===== config.mk =====
export PLATFORM = sky130hd
export DESIGN_NAME = regfile_write_arbiter
export DESIGN_NICKNAME = d
export VERILOG_FILES = /design/src/rtl/regfile_write_arbiter.sv
export SDC_FILE = /design/constraint.sdc
export NUM_CORES = 1
export LEC_CHECK = 0
export CORE_MARGIN = 4
export CORE_UTILIZATION = 39
export CTS_CLUSTER_DIAMETER = 30
export DETAILED_ROUTE_END_ITERATION = 10
export MAX_ROUTING_LAYER = met4
export PLACE_DENSITY = 0.84
export SLEW_MARGIN = 20
export SYNTH_ARGS = -nofsm -noshare
export SYNTH_HDL_FRONTEND = slang
export SYNTH_SLANG_ARGS = --single-unit

===== constraint.sdc =====
create_clock -name clk -period 5.08 [get_ports clk]
set_clock_uncertainty 0.15 [all_clocks]
set_input_delay 1.524 -clock clk [delete_from_list [all_inputs] [get_ports clk]]
set_output_delay 1.524 -clock clk [all_outputs]
set_load 0.02 [all_outputs]

===== src/rtl/regfile_write_arbiter.sv =====
// Register-file write-port arbiter: three writers, one port, plus the
// issue-stage scoreboard of registers with writes still outstanding.
module regfile_write_arbiter #(
    parameter int DATA_WIDTH = 32,
    parameter int NUM_REGS   = 16,
    localparam int SEL_WIDTH = $clog2(NUM_REGS)
) (
    input  logic                    clk,
    input  logic                    reset_n,
    input  logic [2:0]              req_valid,
    input  logic [3*SEL_WIDTH-1:0]  req_sel,
    input  logic [3*DATA_WIDTH-1:0] req_data,
    output logic [2:0]              req_ready,
    input  logic                    rsv_en,
    input  logic [SEL_WIDTH-1:0]    rsv_sel,
    output logic                    rsv_conflict,
    output logic [NUM_REGS-1:0]     pending,
    output logic                    out_write_en,
    output logic [SEL_WIDTH-1:0]    out_write_sel,
    output logic [DATA_WIDTH-1:0]   out_write_data
);

    logic [2:0]            grant;
    logic                  xfer;
    logic [SEL_WIDTH-1:0]  win_sel;
    logic [DATA_WIDTH-1:0] win_data;

    logic [1:0]            rr_last_q, rr_last_d;
    logic [NUM_REGS-1:0]   pending_q, pending_d;
    logic                  wen_q, wen_d;
    logic [SEL_WIDTH-1:0]  wsel_q, wsel_d;
    logic [DATA_WIDTH-1:0] wdata_q, wdata_d;

    // Requester 0 always wins; 1 and 2 alternate via rr_last.
    always_comb begin
        grant = 3'b000;
        if (reset_n) begin
            if (req_valid[0]) begin
                grant = 3'b001;
            end else if (req_valid[1] && req_valid[2]) begin
                grant = (rr_last_q == 2'd2) ? 3'b010 : 3'b100;
            end else if (req_valid[1]) begin
                grant = 3'b010;
            end else if (req_valid[2]) begin
                grant = 3'b100;
            end
        end
    end

    always_comb begin
        win_sel  = '0;
        win_data = '0;
        unique case (1'b1)
            grant[0]: begin
                win_sel  = req_sel[0*SEL_WIDTH +: SEL_WIDTH];
                win_data = req_data[0*DATA_WIDTH +: DATA_WIDTH];
            end
            grant[1]: begin
                win_sel  = req_sel[1*SEL_WIDTH +: SEL_WIDTH];
                win_data = req_data[1*DATA_WIDTH +: DATA_WIDTH];
            end
            grant[2]: begin
                win_sel  = req_sel[2*SEL_WIDTH +: SEL_WIDTH];
                win_data = req_data[2*DATA_WIDTH +: DATA_WIDTH];
            end
            default: ;
        endcase
    end

    assign xfer      = |grant;
    assign req_ready = grant;

    assign rsv_conflict = reset_n && rsv_en && (rsv_sel != '0)
                          && pending_q[rsv_sel];

    always_comb begin
        rr_last_d = rr_last_q;
        pending_d = pending_q;
        wen_d     = 1'b0;
        wsel_d    = wsel_q;
        wdata_d   = wdata_q;
        if (xfer) begin
            wen_d   = (win_sel != '0);
            wsel_d  = win_sel;
            wdata_d = win_data;
            if (grant[1]) rr_last_d = 2'd1;
            if (grant[2]) rr_last_d = 2'd2;
            if (win_sel != '0) pending_d[win_sel] = 1'b0;
        end
        // Set after clear so a same-cycle reservation wins.
        if (rsv_en && (rsv_sel != '0) && !rsv_conflict) begin
            pending_d[rsv_sel] = 1'b1;
        end
        pending_d[0] = 1'b0;
    end

    always_ff @(posedge clk) begin
        if (!reset_n) begin
            rr_last_q <= 2'd2;
            pending_q <= '0;
            wen_q     <= 1'b0;
            wsel_q    <= '0;
            wdata_q   <= '0;
        end else begin
            rr_last_q <= rr_last_d;
            pending_q <= pending_d;
            wen_q     <= wen_d;
            wsel_q    <= wsel_d;
            wdata_q   <= wdata_d;
        end
    end

    assign pending        = pending_q;
    assign out_write_en   = wen_q;
    assign out_write_sel  = wsel_q;
    assign out_write_data = wdata_q;

endmodule


==> results by group <==
Setup path
  – Crit-path slowest cell: clkdlybuf4s50_1
  – Crit path capture type: output port
  – Critical path cell sequence: clkdlybuf4s50_1 > buf_4 > mux2i_1 > o221ai_1 > o21ai_0 > a221oi_1 > dlygate4sd2_1
  – Worst Setup Start Kind: primary input
  – Critical path class: in -> out
  – Critical Path Fanout Max: 4
  – Worst path arrival time: 3.27 ns
  – Worst r2r src: rr_last_q[0]$_SDFFE_PN0P_
  – Delay of the slowest critical-path stage: 0.48 ns
  – Worst path required time: 3.41 ns
  – Worst R2R Path Depth: 6
  – R2R setup slack: 2.57 ns
  – Worst R2R End: pending[1]$_SDFF_PN0_

STA
  – F_max: 202 MHz
  – Worst Tran Pin Value: 0.678 ns
  – Tcrit/Tclk final: 0.973
  – Slew Limit Fails: 0
  – Min Tclk post-route: 4.94 ns
  – Worst slew margin: 0.548
  – Endpoints failing setup: 0
  – RSZ-0062 raised after global routing: no
  – Setup tns final: 0 ns
  – Endpoints failing hold: 0

Cells and area
  – Ant diodes: 0
  – Most frequent cells in the layout: 171 x clkdlybuf4s50_1, 64 x a22oi_1, 54 x dfxtp_1
  – Fin cells: 529
  – Layout cells sized above 1: 0.0752
  – Multi-input logic area: 0.00148 sq mm
  – Synth-to-layout area growth: 74.1%
  – Layout Nets: 569
  – Cell area after layout: 0.00464 sq mm
  – # fillers: 504
  – Commonest non-fill, non-tap cell in the layout: clkdlybuf4s50_1
  – Register area: 0.00108 sq mm

Outcome
  – Run status: finished clean

Yosys
  – Number of synthesized flops with an enable pin: 0
  – Syn nets: 398
  – Synth Register Bits: 54
  – Synth warnings: 0
  – Yosys top cell area share: 0.406
  – Unique cell type count in the Yosys netlist: 38
  – Synthesized instance count: 280
  – Asr flop ratio synth: 0
  – Synth area leader: dfxtp_1
  – Mapped Area: 0.00266 sq mm
  – Post-Syn Area per Cell: 9.51 sq um
  – Largest cells by area after synthesis: dfxtp_1 41%, a22oi_1 18%, a21boi_0 9.9%, a32o_1 3.8%, clkbuf_1 2.1%
  – Most used DFF post-synth: dfxtp_1
  – Register area share after synthesis: 0.406

Floorplanning
  – Site Rows: 29
  – Die area: 0.00822 sq mm
  – Io pins: 175
  – Vert. Die Dim: 90.6 um
  – Core region area: 0.00649 sq mm
  – Initial Util: 0.410
  – Die Wd: 90.6 um

Route
  – Wirelength per Cell: 19.1 um
  – Antenna viol nets, final: 0
  – Initial DRC count: 139
  – # DRC: 0
  – Met3 WL: 828 um
  – Via density: 5.83
  – Pre-antenna DRT Iters: 4
  – Met1 wire length: 3870 um
  – WL met2: 5290 um
  – Highest metal used: met4
  – Routed WL: 10100 um
  – Via count: 3084

Worst hold path
  – Hold_sp: out_write_sel[3]$_SDFFE_PN0N_
  – Worst Hold Class: reg -> reg
  – Hold Path Sink: out_write_sel[3]$_SDFFE_PN0N_
  – Worst Hold Path Cells: 2

Clocking
  – CTS Hold Bufs: 0
  – H-tree levels: 2
  – Longest Clk Path Bufs: 2
  – Clk slew on worst S/H paths: 0.10 ns
  – Clk root buf: clkbuf_8
  – Num CTS Buffers: 5
  – Worst-Skew Late Latency: 0.31 ns
  – Sink Count: 54
  – CTS tree: done

Placed design
  – Placed Cells: 521
  – GP Congestion: 0.989
  – PortBufs: 173
  – HPWL reported at the end of detailed placement: 7680 um
  – Placed Area: 0.00453 sq mm

Global routing
  – Vias in the first global route: 3192
  – First-pass GRT wire length: 15900 um
  – Total GRT Usage: 0.243
  – Largest net degree at the start of global routing: 42
  – Remaining Overflow, GRT: 0
  – Initial antenna violation count: 0

Job
  – Max-cap viol count: 0

Pwr
  – Leakage power: 1.63 nW
  – PnR Total Power: 1.06 mW
  – Pwr Density: 229 mW/mm^2
  – Worst vdd ir: 0.000143 V
worst max path at each step:
stage                           from           end  slack, ns  cells past startpoint
after CTS                 rsv_sel[1]  rsv_conflict       0.13                      7
final                     rsv_sel[1]  rsv_conflict       0.14                      7
after floorplan           rsv_sel[0]  rsv_conflict       0.56                      6
after global placement    rsv_sel[1]  rsv_conflict      -0.12                      7
after global routing      rsv_sel[1]  rsv_conflict     0.0001                      7
after detailed placement  rsv_sel[1]  rsv_conflict      -0.15                      7
state kept, by name, summed over array words and instances, names as in the netlist:
name            flops
pending            15
out_write_en        1
out_write_sel       4
rr_last_q           2
out_write_data     32
worst max-delay path: cells and delay by family:
family          cells  cell delay, ns
mux                 1            0.11
buf+inv             3            1.03
compound gates      3            0.61
cell type report:
cell class                 count  area share
timing repair buffer         191       0.401
multi-input combinational    197       0.319
inverter                       2     0.00162
tap                           77      0.0208
clock buffer                   5      0.0148
clock inverter                 3     0.00971
sequential                    54       0.233
cell families (layout without fill, tap and decap cells):
logic type | Yosys count | count (layout) | synth area share
AO/OA/AOI/OAI | 132 | 132 | 0.395
AND/OR/NAND/NOR | 58 | 58 | 0.125
multiplexers | 6 | 6 | 0.0272
buffers and inverters | 29 | 201 | 0.0451
flip-flops | 54 | 54 | 0.406
other | 1 | 1 | 0.00141
layer usage:
metal / global-route usage / vias up
li1: - / 1459
met1: 0.263 / 1477
met2: 0.440 / 137
met3: 0.0717 / 11
met4: 0.0485 / 0
met5: - / -
synthesized netlist by cell type (3+ instances only):
library cell and count:
clkbuf_1 15, dfxtp_1 54, nand2_1 14, a32o_1 10, buf_1 5, and3_1 4
a221oi_2 3, a21oi_1 3, nor2b_1 3, nand2b_1 3, nand3b_1 3, a22oi_1 64
or4_1 3, nor2_1 6, o21ai_0 4, a221o_1 4, a21boi_0 35, nor4_1 5
mux2i_1 5, buf_2 6, nand4_1 8
per-stage QoR:
stage	util	hold slack, ns	setup slack (ns)
2_1_floorplan	-	0.332	0.565
3_3_place_gp	0.697	0.302	-0.118
3_5_place_dp	0.697	0.310	-0.151
4_1_cts	0.714	0.324	0.133
5_1_grt	0.714	0.343	0.000125
6_report	0.714	0.321	0.136
what timing repair did:
item,CTS,global route
setup buffers,0,0
endpoints found under the hold margin,0,0
setup endpoints to repair,1,0
gates resized for setup,1,0
power breakdown:
group / switching (mW) / internal [mW] / leakage [nW]
Clock: 0.148 / 0.147 / 0.0504
Sequential: 0.0155 / 0.449 / 0.444
Combinational: 0.131 / 0.170 / 1.14
(Power assumes the default switching activity.)
